## src/rtl/ternary_weight_buffer_pingpong_if.sv

```systemverilog
// Bus bundle for the ping-pong ternary weight buffer.
// master: weight writer / stream consumer (drives write port, swap/start controls, out_ready).
// slave : the buffer (drives out, out_valid and the status flags).
// Signals:
//   wr_en/wr_addr/wr_data    shadow-bank write port (word address = row*WPR + slot)
//   swap, start              control pulses
//   rd_base, rd_len          stream window, sampled with start
//   out_valid/out_ready/out  row stream handshake, column 0 in out[0]
//   busy, done, active_bank, swap_pending, enc_err   status
interface ternary_weight_buffer_pingpong_if #(
  parameter int unsigned ARR_WIDTH = 8,
  parameter int unsigned DEPTH     = 128,
  parameter int unsigned IN_WIDTH  = 8
);
  localparam int unsigned WPR  = 2 * ARR_WIDTH / IN_WIDTH;
  localparam int unsigned WA_W = $clog2(DEPTH * WPR);
  localparam int unsigned RA_W = $clog2(DEPTH);

  logic                               wr_en;
  logic        [WA_W-1:0]             wr_addr;
  logic        [IN_WIDTH-1:0]         wr_data;
  logic                               swap;
  logic                               start;
  logic        [RA_W-1:0]             rd_base;
  logic        [RA_W:0]               rd_len;
  logic                               out_ready;
  logic                               out_valid;
  logic signed [ARR_WIDTH-1:0][1:0]   out;
  logic                               busy;
  logic                               done;
  logic                               active_bank;
  logic                               swap_pending;
  logic                               enc_err;

  modport master (
    output wr_en, wr_addr, wr_data, swap, start, rd_base, rd_len, out_ready,
    input  out_valid, out, busy, done, active_bank, swap_pending, enc_err
  );

  modport slave (
    input  wr_en, wr_addr, wr_data, swap, start, rd_base, rd_len, out_ready,
    output out_valid, out, busy, done, active_bank, swap_pending, enc_err
  );
endinterface

```

## src/rtl/ternary_weight_buffer_pingpong.sv

```systemverilog
// Double-buffered ternary weight store. Packed 2-bit weights (00=0, 01=+1, 11=-1) are written
// into the shadow bank while the active bank streams whole rows to the array under
// valid/ready. A swap requested during a stream is held and applied on the done cycle.
// Ports:
//   clk_i    clock
//   reset_i  synchronous active-high reset
//   bus      slave side of ternary_weight_buffer_pingpong_if (write port, controls,
//            row stream and status flags)
module ternary_weight_buffer_pingpong #(
  parameter int unsigned ARR_WIDTH = 8,
  parameter int unsigned DEPTH     = 128,
  parameter int unsigned IN_WIDTH  = 8
) (
  input logic                            clk_i,
  input logic                            reset_i,
  ternary_weight_buffer_pingpong_if.slave bus
);
  localparam int unsigned WPR    = 2 * ARR_WIDTH / IN_WIDTH;
  localparam int unsigned WA_W   = $clog2(DEPTH * WPR);
  localparam int unsigned RA_W   = $clog2(DEPTH);
  localparam int unsigned ROW_W  = 2 * ARR_WIDTH;
  localparam int unsigned NWORDS = DEPTH * WPR;
  localparam int unsigned SLOT_W = (WPR > 1) ? $clog2(WPR) : 1;
  localparam int unsigned FPW    = IN_WIDTH / 2;
  localparam logic [RA_W:0] LenOne = {{RA_W{1'b0}}, 1'b1};

  typedef enum logic [1:0] {StIdle, StFetch, StStream} state_e;

  // Bank storage, organised by write word so each write is one element update.
  logic [IN_WIDTH-1:0] mem_q [2][DEPTH][WPR];

  state_e                  state_q;
  logic [RA_W-1:0]         ptr_q;
  logic [RA_W:0]           fetch_left_q;  // rows not yet read from the bank
  logic [RA_W:0]           remain_q;      // rows not yet accepted by the consumer
  logic [ROW_W-1:0]        rd_data_q;     // prefetch stage
  logic                    rd_vld_q;
  logic [ARR_WIDTH-1:0][1:0] out_q;       // output stage
  logic                    out_valid_q;
  logic                    done_q;
  logic                    active_q;
  logic                    swap_pend_q;
  logic                    enc_err_q;

  // Write path: illegal 2'b10 fields are stored as zero and flagged.
  logic [IN_WIDTH-1:0] wr_clean;
  logic                wr_bad;
  logic                wr_ok;
  logic [RA_W-1:0]     wr_row;
  logic [SLOT_W-1:0]   wr_slot;
  logic                shadow;

  always_comb begin
    wr_clean = bus.wr_data;
    wr_bad   = 1'b0;
    for (int i = 0; i < FPW; i++) begin
      if (bus.wr_data[2*i +: 2] == 2'b10) begin
        wr_clean[2*i +: 2] = 2'b00;
        wr_bad             = 1'b1;
      end
    end
    wr_ok   = bus.wr_en && (32'(bus.wr_addr) < NWORDS);
    wr_row  = RA_W'(32'(bus.wr_addr) / WPR);
    wr_slot = SLOT_W'(32'(bus.wr_addr) % WPR);
    shadow  = ~active_q;
  end

  always_ff @(posedge clk_i) begin
    if (wr_ok) begin
      mem_q[shadow][wr_row][wr_slot] <= wr_clean;
    end
  end

  // Two-stage read pipeline: the prefetch register refills in the same cycle it hands its
  // row to the output stage, giving one row per cycle under continuous ready.
  logic pop;
  logic s2_load;
  logic issue;

  always_comb begin
    pop     = out_valid_q && bus.out_ready;
    s2_load = rd_vld_q && (!out_valid_q || pop);
    issue   = (state_q != StIdle) && (fetch_left_q != '0) && (!rd_vld_q || s2_load);
  end

  always_ff @(posedge clk_i) begin
    if (issue) begin
      for (int k = 0; k < WPR; k++) begin
        rd_data_q[k*IN_WIDTH +: IN_WIDTH] <= mem_q[active_q][ptr_q][k];
      end
    end
  end

  always_ff @(posedge clk_i) begin
    if (reset_i) begin
      state_q      <= StIdle;
      ptr_q        <= '0;
      fetch_left_q <= '0;
      remain_q     <= '0;
      rd_vld_q     <= 1'b0;
      out_q        <= '0;
      out_valid_q  <= 1'b0;
      done_q       <= 1'b0;
      active_q     <= 1'b0;
      swap_pend_q  <= 1'b0;
      enc_err_q    <= 1'b0;
    end else begin
      done_q <= 1'b0;
      if (wr_ok && wr_bad) begin
        enc_err_q <= 1'b1;
      end

      if (issue) begin
        ptr_q        <= (ptr_q == RA_W'(DEPTH - 1)) ? '0 : ptr_q + 1'b1;
        fetch_left_q <= fetch_left_q - 1'b1;
        rd_vld_q     <= 1'b1;
      end else if (s2_load) begin
        rd_vld_q <= 1'b0;
      end

      if (s2_load) begin
        out_q       <= rd_data_q;
        out_valid_q <= 1'b1;
      end else if (pop) begin
        out_valid_q <= 1'b0;
      end

      case (state_q)
        StIdle: begin
          // Swap lands first so a same-edge start reads the new active bank.
          if (bus.swap) begin
            active_q <= ~active_q;
          end
          if (bus.start) begin
            if (bus.rd_len == '0) begin
              done_q <= 1'b1;
            end else begin
              state_q      <= StFetch;
              ptr_q        <= bus.rd_base;
              fetch_left_q <= bus.rd_len;
              remain_q     <= bus.rd_len;
            end
          end
        end
        StFetch: begin
          if (bus.swap) begin
            swap_pend_q <= 1'b1;
          end
          if (s2_load) begin
            state_q <= StStream;
          end
        end
        StStream: begin
          if (pop && (remain_q == LenOne)) begin
            state_q     <= StIdle;
            out_valid_q <= 1'b0;
            done_q      <= 1'b1;
            swap_pend_q <= 1'b0;
            if (swap_pend_q || bus.swap) begin
              active_q <= ~active_q;
            end
          end else begin
            if (pop) begin
              remain_q <= remain_q - 1'b1;
            end
            if (bus.swap) begin
              swap_pend_q <= 1'b1;
            end
          end
        end
        default: state_q <= StIdle;
      endcase
    end
  end

  assign bus.out_valid    = out_valid_q;
  assign bus.out          = out_q;
  assign bus.busy         = (state_q != StIdle);
  assign bus.done         = done_q;
  assign bus.active_bank  = active_q;
  assign bus.swap_pending = swap_pend_q;
  assign bus.enc_err      = enc_err_q;
endmodule

```

## src/flat_wrapper.sv

```systemverilog
// flat-port wrapper written by rule: the top's interface ports become plain ports
module ternary_weight_buffer_pingpong_flat 
#(
  parameter int unsigned ARR_WIDTH = 8,
  parameter int unsigned DEPTH     = 128,
  parameter int unsigned IN_WIDTH  = 8
)
  (clk_i, reset_i, bus_wr_en, bus_wr_addr, bus_wr_data, bus_swap, bus_start, bus_rd_base, bus_rd_len, bus_out_ready, bus_out_valid, bus_out, bus_busy, bus_done, bus_active_bank, bus_swap_pending, bus_enc_err);
  ternary_weight_buffer_pingpong_if #(.ARR_WIDTH(ARR_WIDTH), .DEPTH(DEPTH), .IN_WIDTH(IN_WIDTH)) bus_i ();
  input logic clk_i;
  input logic reset_i;
  input wire logic [$bits(bus_i.wr_en)-1:0] bus_wr_en;
  input wire logic [$bits(bus_i.wr_addr)-1:0] bus_wr_addr;
  input wire logic [$bits(bus_i.wr_data)-1:0] bus_wr_data;
  input wire logic [$bits(bus_i.swap)-1:0] bus_swap;
  input wire logic [$bits(bus_i.start)-1:0] bus_start;
  input wire logic [$bits(bus_i.rd_base)-1:0] bus_rd_base;
  input wire logic [$bits(bus_i.rd_len)-1:0] bus_rd_len;
  input wire logic [$bits(bus_i.out_ready)-1:0] bus_out_ready;
  output wire logic [$bits(bus_i.out_valid)-1:0] bus_out_valid;
  output wire logic [$bits(bus_i.out)-1:0] bus_out;
  output wire logic [$bits(bus_i.busy)-1:0] bus_busy;
  output wire logic [$bits(bus_i.done)-1:0] bus_done;
  output wire logic [$bits(bus_i.active_bank)-1:0] bus_active_bank;
  output wire logic [$bits(bus_i.swap_pending)-1:0] bus_swap_pending;
  output wire logic [$bits(bus_i.enc_err)-1:0] bus_enc_err;
  assign bus_i.wr_en = bus_wr_en;
  assign bus_i.wr_addr = bus_wr_addr;
  assign bus_i.wr_data = bus_wr_data;
  assign bus_i.swap = bus_swap;
  assign bus_i.start = bus_start;
  assign bus_i.rd_base = bus_rd_base;
  assign bus_i.rd_len = bus_rd_len;
  assign bus_i.out_ready = bus_out_ready;
  assign bus_out_valid = bus_i.out_valid;
  assign bus_out = bus_i.out;
  assign bus_busy = bus_i.busy;
  assign bus_done = bus_i.done;
  assign bus_active_bank = bus_i.active_bank;
  assign bus_swap_pending = bus_i.swap_pending;
  assign bus_enc_err = bus_i.enc_err;
  ternary_weight_buffer_pingpong #(.ARR_WIDTH(ARR_WIDTH), .DEPTH(DEPTH), .IN_WIDTH(IN_WIDTH)) u_core (.clk_i(clk_i), .reset_i(reset_i), .bus(bus_i));
endmodule
```

## config.mk

```make
export PLATFORM = sky130hd
export DESIGN_NAME = ternary_weight_buffer_pingpong_flat
export DESIGN_NICKNAME = d
export VERILOG_FILES = /design/src/rtl/ternary_weight_buffer_pingpong_if.sv /design/src/rtl/ternary_weight_buffer_pingpong.sv /design/src/flat_wrapper.sv
export SDC_FILE = /design/constraint.sdc
export NUM_CORES = 2
export LEC_CHECK = 0
export CELL_PAD_IN_SITES_DETAIL_PLACEMENT = 1
export CELL_PAD_IN_SITES_GLOBAL_PLACEMENT = 1
export CORE_MARGIN = 2
export CORE_UTILIZATION = 56
export CTS_BUF_LIST = sky130_fd_sc_hd__clkbuf_4 sky130_fd_sc_hd__clkbuf_8 sky130_fd_sc_hd__clkbuf_16
export CTS_CLUSTER_SIZE = 8
export DETAILED_ROUTE_END_ITERATION = 6
export PLACE_DENSITY_LB_ADDON = 0.2
export SETUP_SLACK_MARGIN = 0.02
export SKIP_LAST_GASP = 1
export SLEW_MARGIN = 20
export SYNTH_ARGS = -nofsm -noshare
export SYNTH_HDL_FRONTEND = slang
export SYNTH_SLANG_ARGS = --single-unit
```

## constraint.sdc

```tcl
create_clock -name clk_i -period 16.2 [get_ports clk_i]
set_clock_uncertainty 0.2 [all_clocks]
set_input_delay 4.86 -clock clk_i [delete_from_list [all_inputs] [get_ports clk_i]]
set_output_delay 4.86 -clock clk_i [all_outputs]
set_load 0.02 [all_outputs]
```

-- Word level (Yosys, flattened, before mapping)
Memories as Yosys holds them, arrays and structs flattened. A register that Yosys moved wholly into a read port is not among the register bits.
Cells that the tools add are included.
- RAM bits: 4096
- memories kept: 1
- bits of input ports: 37
- output and inout port bits: 22
- bits in registers: 63
- reduce and logical (&&, ||, !) cells: 23
- muxes and demuxes: 55
- add/sub/neg operators: 3
- bitwise operators: 4
- equality and inequality tests: 16
- order comparisons: 5
- memory list (memory ; depth ; width ; read ports ; clocked after Yosys merged registers in ; wr ports ; line ; source):
    u_core.mem_q ; 2 ; 2048 ; 1 ; 1 ; 1 ; ternary_weight_buffer_pingpong.sv:30 ; logic [IN_WIDTH-1:0] mem_q [2][DEPTH][WPR];
- operator list (operator ; count):
    2048-bit 2-to-1 mux ; 1
    16-bit binary-select mux with 7-bit select ; 1
    16-bit demux with 7-bit select ; 1
    8-bit 2-to-1 mux ; 9
    16-bit 2-to-1 mux ; 3
    7-bit 2-to-1 mux ; 5
    1-bit 2-to-1 mux ; 21
    8-bit >= comparator (second input constant) ; 2
    2-bit 2-to-1 mux ; 8
    7-bit inverter with 8-bit output ; 2
    8-bit one-hot mux with 2 select lines ; 1
    8-bit by 1-bit subtractor with 8-bit output (second input constant) ; 2
    2-bit == test (second input constant) ; 5
    8-bit demux with 1-bit select ; 1
    8-bit by 1-bit == test with 1-bit output (second input constant) ; 1
    1-bit logical AND ; 8
    8-bit zero test ; 1
    8-bit by 1-bit < comparator with 1-bit output (second input constant) ; 1
    2-bit by 1-bit != test with 1-bit output (second input constant) ; 4
    2-bit != test (second input constant) ; 4
    4-bit AND reduction ; 2
    2-bit nonzero test ; 4
    8-bit nonzero test ; 1
    7-bit by 1-bit adder with 7-bit output (second input constant) ; 1
    12 further kinds ; 17

-- Depth between registers and ports, before layout
- word-level depth: 9
- depth in mapped cells: 12
- depth with buffers taken out: 8

-- Worst setup path after synthesis
Ideal clock, no wire load.
- path kind: input to register
- start: input bus_wr_data[0]
- end: memory u_core.mem_q[0][0] (netlist bit) (data pin)
- arrival: 12.467 ns
- setup slack: 1.708 ns
- setup time: 1.825 ns
- stages: 1
- cell sequence: clkbuf_1
- cells in the longest elaborated chain, start to end: 2
- ends and longest elaborated chain (element ; line ; source):
    start, declared ; flat_wrapper.sv:14 ; input wire logic [$bits(bus_i.wr_data)-1:0] bus_wr_data;
    2-bit == test ; ternary_weight_buffer_pingpong.sv:57 ; if (bus.wr_data[2*i +: 2] == 2'b10) begin
    2-bit 2-to-1 mux * ; ternary_weight_buffer_pingpong.sv:57 ;
    end, declared ; ternary_weight_buffer_pingpong.sv:30 ;
Every way passes the cells marked *; elsewhere a longest branch is shown, timed or not.

-- Worst setup path in the final report
- start: input bus_wr_en
- end: memory u_core.mem_q[1][1774] (netlist bit) (enable)
- cells in the longest elaborated chain, start to end: 2
- ends and longest elaborated chain (element ; line ; source):
    start, declared ; flat_wrapper.sv:12 ; input wire logic [$bits(bus_i.wr_en)-1:0] bus_wr_en;
    1-bit 2-to-1 mux ; ternary_weight_buffer_pingpong.sv:69 ; if (wr_ok) begin
    2048-bit 2-to-1 mux (not written as such) ; ternary_weight_buffer_pingpong.sv:70 ; mem_q[shadow][wr_row][wr_slot] <= wr_clean;
Every way passes these cells.

==> results.tsv <==
metric	value	unit
drc	1	
first_pass_iters	7	
dpl.hpwl	283000	um
finalCritPeriodShare	0.514	
synth_compound_area_frac	0.0384	
n_fill_cell	23000	
gp_congestion	0.891	
synth_xor_area_frac	0.000758	
tns	0	ns
ant_nets	0	
r2r_end	u_core.rd_data_q[13]	
crit_type	in -> reg	
start_util	0.562	
hp-class	reg -> reg	
rsz0062_at_grt	no	
clock-sinks	4160	
netlist.area_leader.share	0.763	
synth_edf_count	4112	
synth_top_family_by_area	multiplexers	
dp_slack	7.03	ns
holdPathEnd	u_core.bus.out[6]	
finalSetupViolCount	0	
syn_nets	7856	
status	finished, violations left	
grt_pass1_vias	87500	
vias	85600	
fp.dieH	542	um
cp.buffers_inverters	2	
cts_max_path_buffers	4	
wirelength	483000	um
start_kind	primary input	
reg2reg_from	u_core.ptr_q[0]	
synth_flop_cell	edfxtp_1	
antenna_found_initial	36	
cp_data_required_time	16.63	ns
power_leakage	0.0564	uW
worst-endpoint-arrival	8.75	ns
finalInstanceArea	0.182	mm2
overflow	0	
slew_headroom	0.179	
syn_area	0.162	mm2
clk_latency	1.05	ns
row_count	197	
tritoncts	done	
root_buffer	clkbuf_16	
numPortBuffers	58	
grtUsageTotal	0.331	
finalHoldViolCount	0	
ys_top_cells_by_count	edfxtp_1 (4112), mux4_2 (876), nor2_1 (612), mux2i_1 (378), clkbuf_1 (214)	
final_layout_size_suffix_gt1_frac	0.227	
power_density	167	mW/mm2
critical_path.top_delay_family	simple AND/OR/NAND/NOR gates	
synthArstFlopShare	0	
r2r_slack	9.20	ns
min_from	u_core.bus.out[6]	
num_io_pins	59	
path_max_fanout	9	
grt_max_degree	172	
synthAdderAreaFrac	0.000696	
slew_viol_final	0	
synthCells	7810	
dieArea	0.293	mm2
hold_buffers	0	
violations	DRC	
die_w	542	um
fin_ws	7.87	ns
hold_depth	2	
cpMaxStageDelayCell	nand2_1	
synth_warnings	0	
synth_top_area_cell	edfxtp_1	
synthSimpleGateAreaFrac	0.0254	
ctsResizeCount	0	
ir_worst_vdd	0.000127	V
syn2layout_area_growth	12.6	%
synth_mux_area_frac	0.147	
synth.avg_cell_area	20.7	um2
cp-end-kind	flip-flop	
ff_latch_area	0.124	mm2
grt_pass1_wl	684000	um
ff2ff_path_depth	10	
multi_input_area	0.0346	mm2
nets	8194	
synth-seq-cells	4160	
yosysSeqAreaShare	0.769	
max_clock_freq	0.120	GHz
synthTopCellsByArea	edfxtp_1 (76%), mux4_2 (12%), mux2i_1 (2.3%), nor2_1 (1.4%), a221oi_1 (0.65%)	
drt-initial-drc-count	12500	
crit_path_max_incr_delay	0.96	ns
post_drt_wl_per_cell	40.2	um
core	0.288	mm2
synthDistinctLibCells	76	
placed_area	0.166	mm2
numCtsBuffers	590	
drv_cap	0	
crit_chain	clkdlybuf4s50_1, nor3b_1, nand2_1, buf_4, nor2_1	
path_clk_slew	0.05	ns
vias_per_cell	7.12	
min_period	8.33	ns
p_total	30500	uW
post_cts_buffers	0	
synth_most_common_cell	edfxtp_1	
cts_max_level	6	
tightest_slew	1.23	ns
holdWs	0.259	ns
[layout make-up]
type                    count  area share
well taps                3781      0.0259
clock inverters            56     0.00638
flip-flops and latches   4160       0.683
multi-input cells        3130       0.190
inverters                  21    0.000501
clock buffers             627      0.0829
diodes                     11    0.000151
repair buffers            245      0.0119
[layer usage]
metal,part of all wire,GRT usage,up-vias
met5,0.00026,0,-
li1,-,-,33000
met3,0.11,0.0815,1011
met2,0.47,0.506,6224
met4,0.041,0.124,18
met1,0.38,0.468,45400
[through the flow]
step | util | cells
2_1_floorplan | - | 7810
3_3_place_gp | 0.576 | 11300
3_5_place_dp | 0.576 | 11300
4_1_cts | 0.633 | 12000
5_1_grt | 0.633 | 12000
6_report | 0.633 | 12000
[worst max-delay path by stage]
stage / from / to / slack [ns] / cells after the start
after floorplan: bus_wr_data[0] / u_core.mem_q[0][0] / 1.71 / 1
after global routing: bus_wr_en / u_core.mem_q[1][1771] / 7.91 / 5
after CTS: bus_wr_en / u_core.mem_q[1][1771] / 8.04 / 5
after detailed placement: bus_wr_en / u_core.mem_q[1][105] / 7.03 / 5
after global placement: bus_wr_addr[2] / u_core.mem_q[1][1770] / 7.10 / 5
final: bus_wr_en / u_core.mem_q[1][1774] / 7.87 / 5
[where the power goes]
group          switching [uW]  leakage [uW]  internal (uW)
clock                    4540       0.00796           6600
sequential                119        0.0376          11900
combinational            4500        0.0108           2780
total                    9160        0.0564          21300
[registers in the layout, summed over array words and instances, names as in the netlist, named ones only]
register                 flops
u_core.bus.enc_err           1
u_core.fetch_left_q          8
u_core.bus.swap_pending      1
u_core.bus.done              1
u_core.bus.out              16
u_core.ptr_q                 7
u_core.rd_vld_q              1
u_core.bus.active_bank       1
u_core.mem_q              4096
u_core.rd_data_q            16
u_core.state_q               2
u_core.remain_q              8
u_core.bus.out_valid         1
[worst register-to-register path, cell delays in order (launching register included)]
cell and delay (ns):
dfxtp_4 0.50, buf_4 0.38, buf_4 0.67, buf_4 0.79
buf_4 0.75, mux4_2 0.37, mux2i_1 0.13, a2111oi_0 1.04
o311ai_0 0.59, and4_1 0.42, o32ai_2 0.81
[kinds of logic (layout without fill, tap and decap cells)]
kind of cell | Yosys count | after routing
AO/OA/AOI/OAI | 844 | 844
XOR/XNOR | 14 | 14
adder cells (fa/ha/maj) | 9 | 9
buffers and inverters | 520 | 949
flip-flops | 4160 | 4160
multiplexers | 1276 | 1276
other | 0 | 11
AND/OR/NAND/NOR | 987 | 987
[cell usage in the layout (no fill, tap or decap), types with 48 or more instances in the layout]
cell,Yosys,final
mux2i_1,378,378
mux4_2,876,876
nand2_1,203,185
buf_4,38,173
o22ai_1,99,98
o21ai_0,116,114
a22o_1,54,54
clkdlybuf4s50_1,0,53
a211oi_1,54,49
nor2_1,612,606
a221oi_1,121,121
edfxtp_1,4112,4112
clkbuf_16,0,594
a21oi_1,109,109
o31ai_1,48,48
a221o_1,62,62
(Power assumes the default switching activity.)
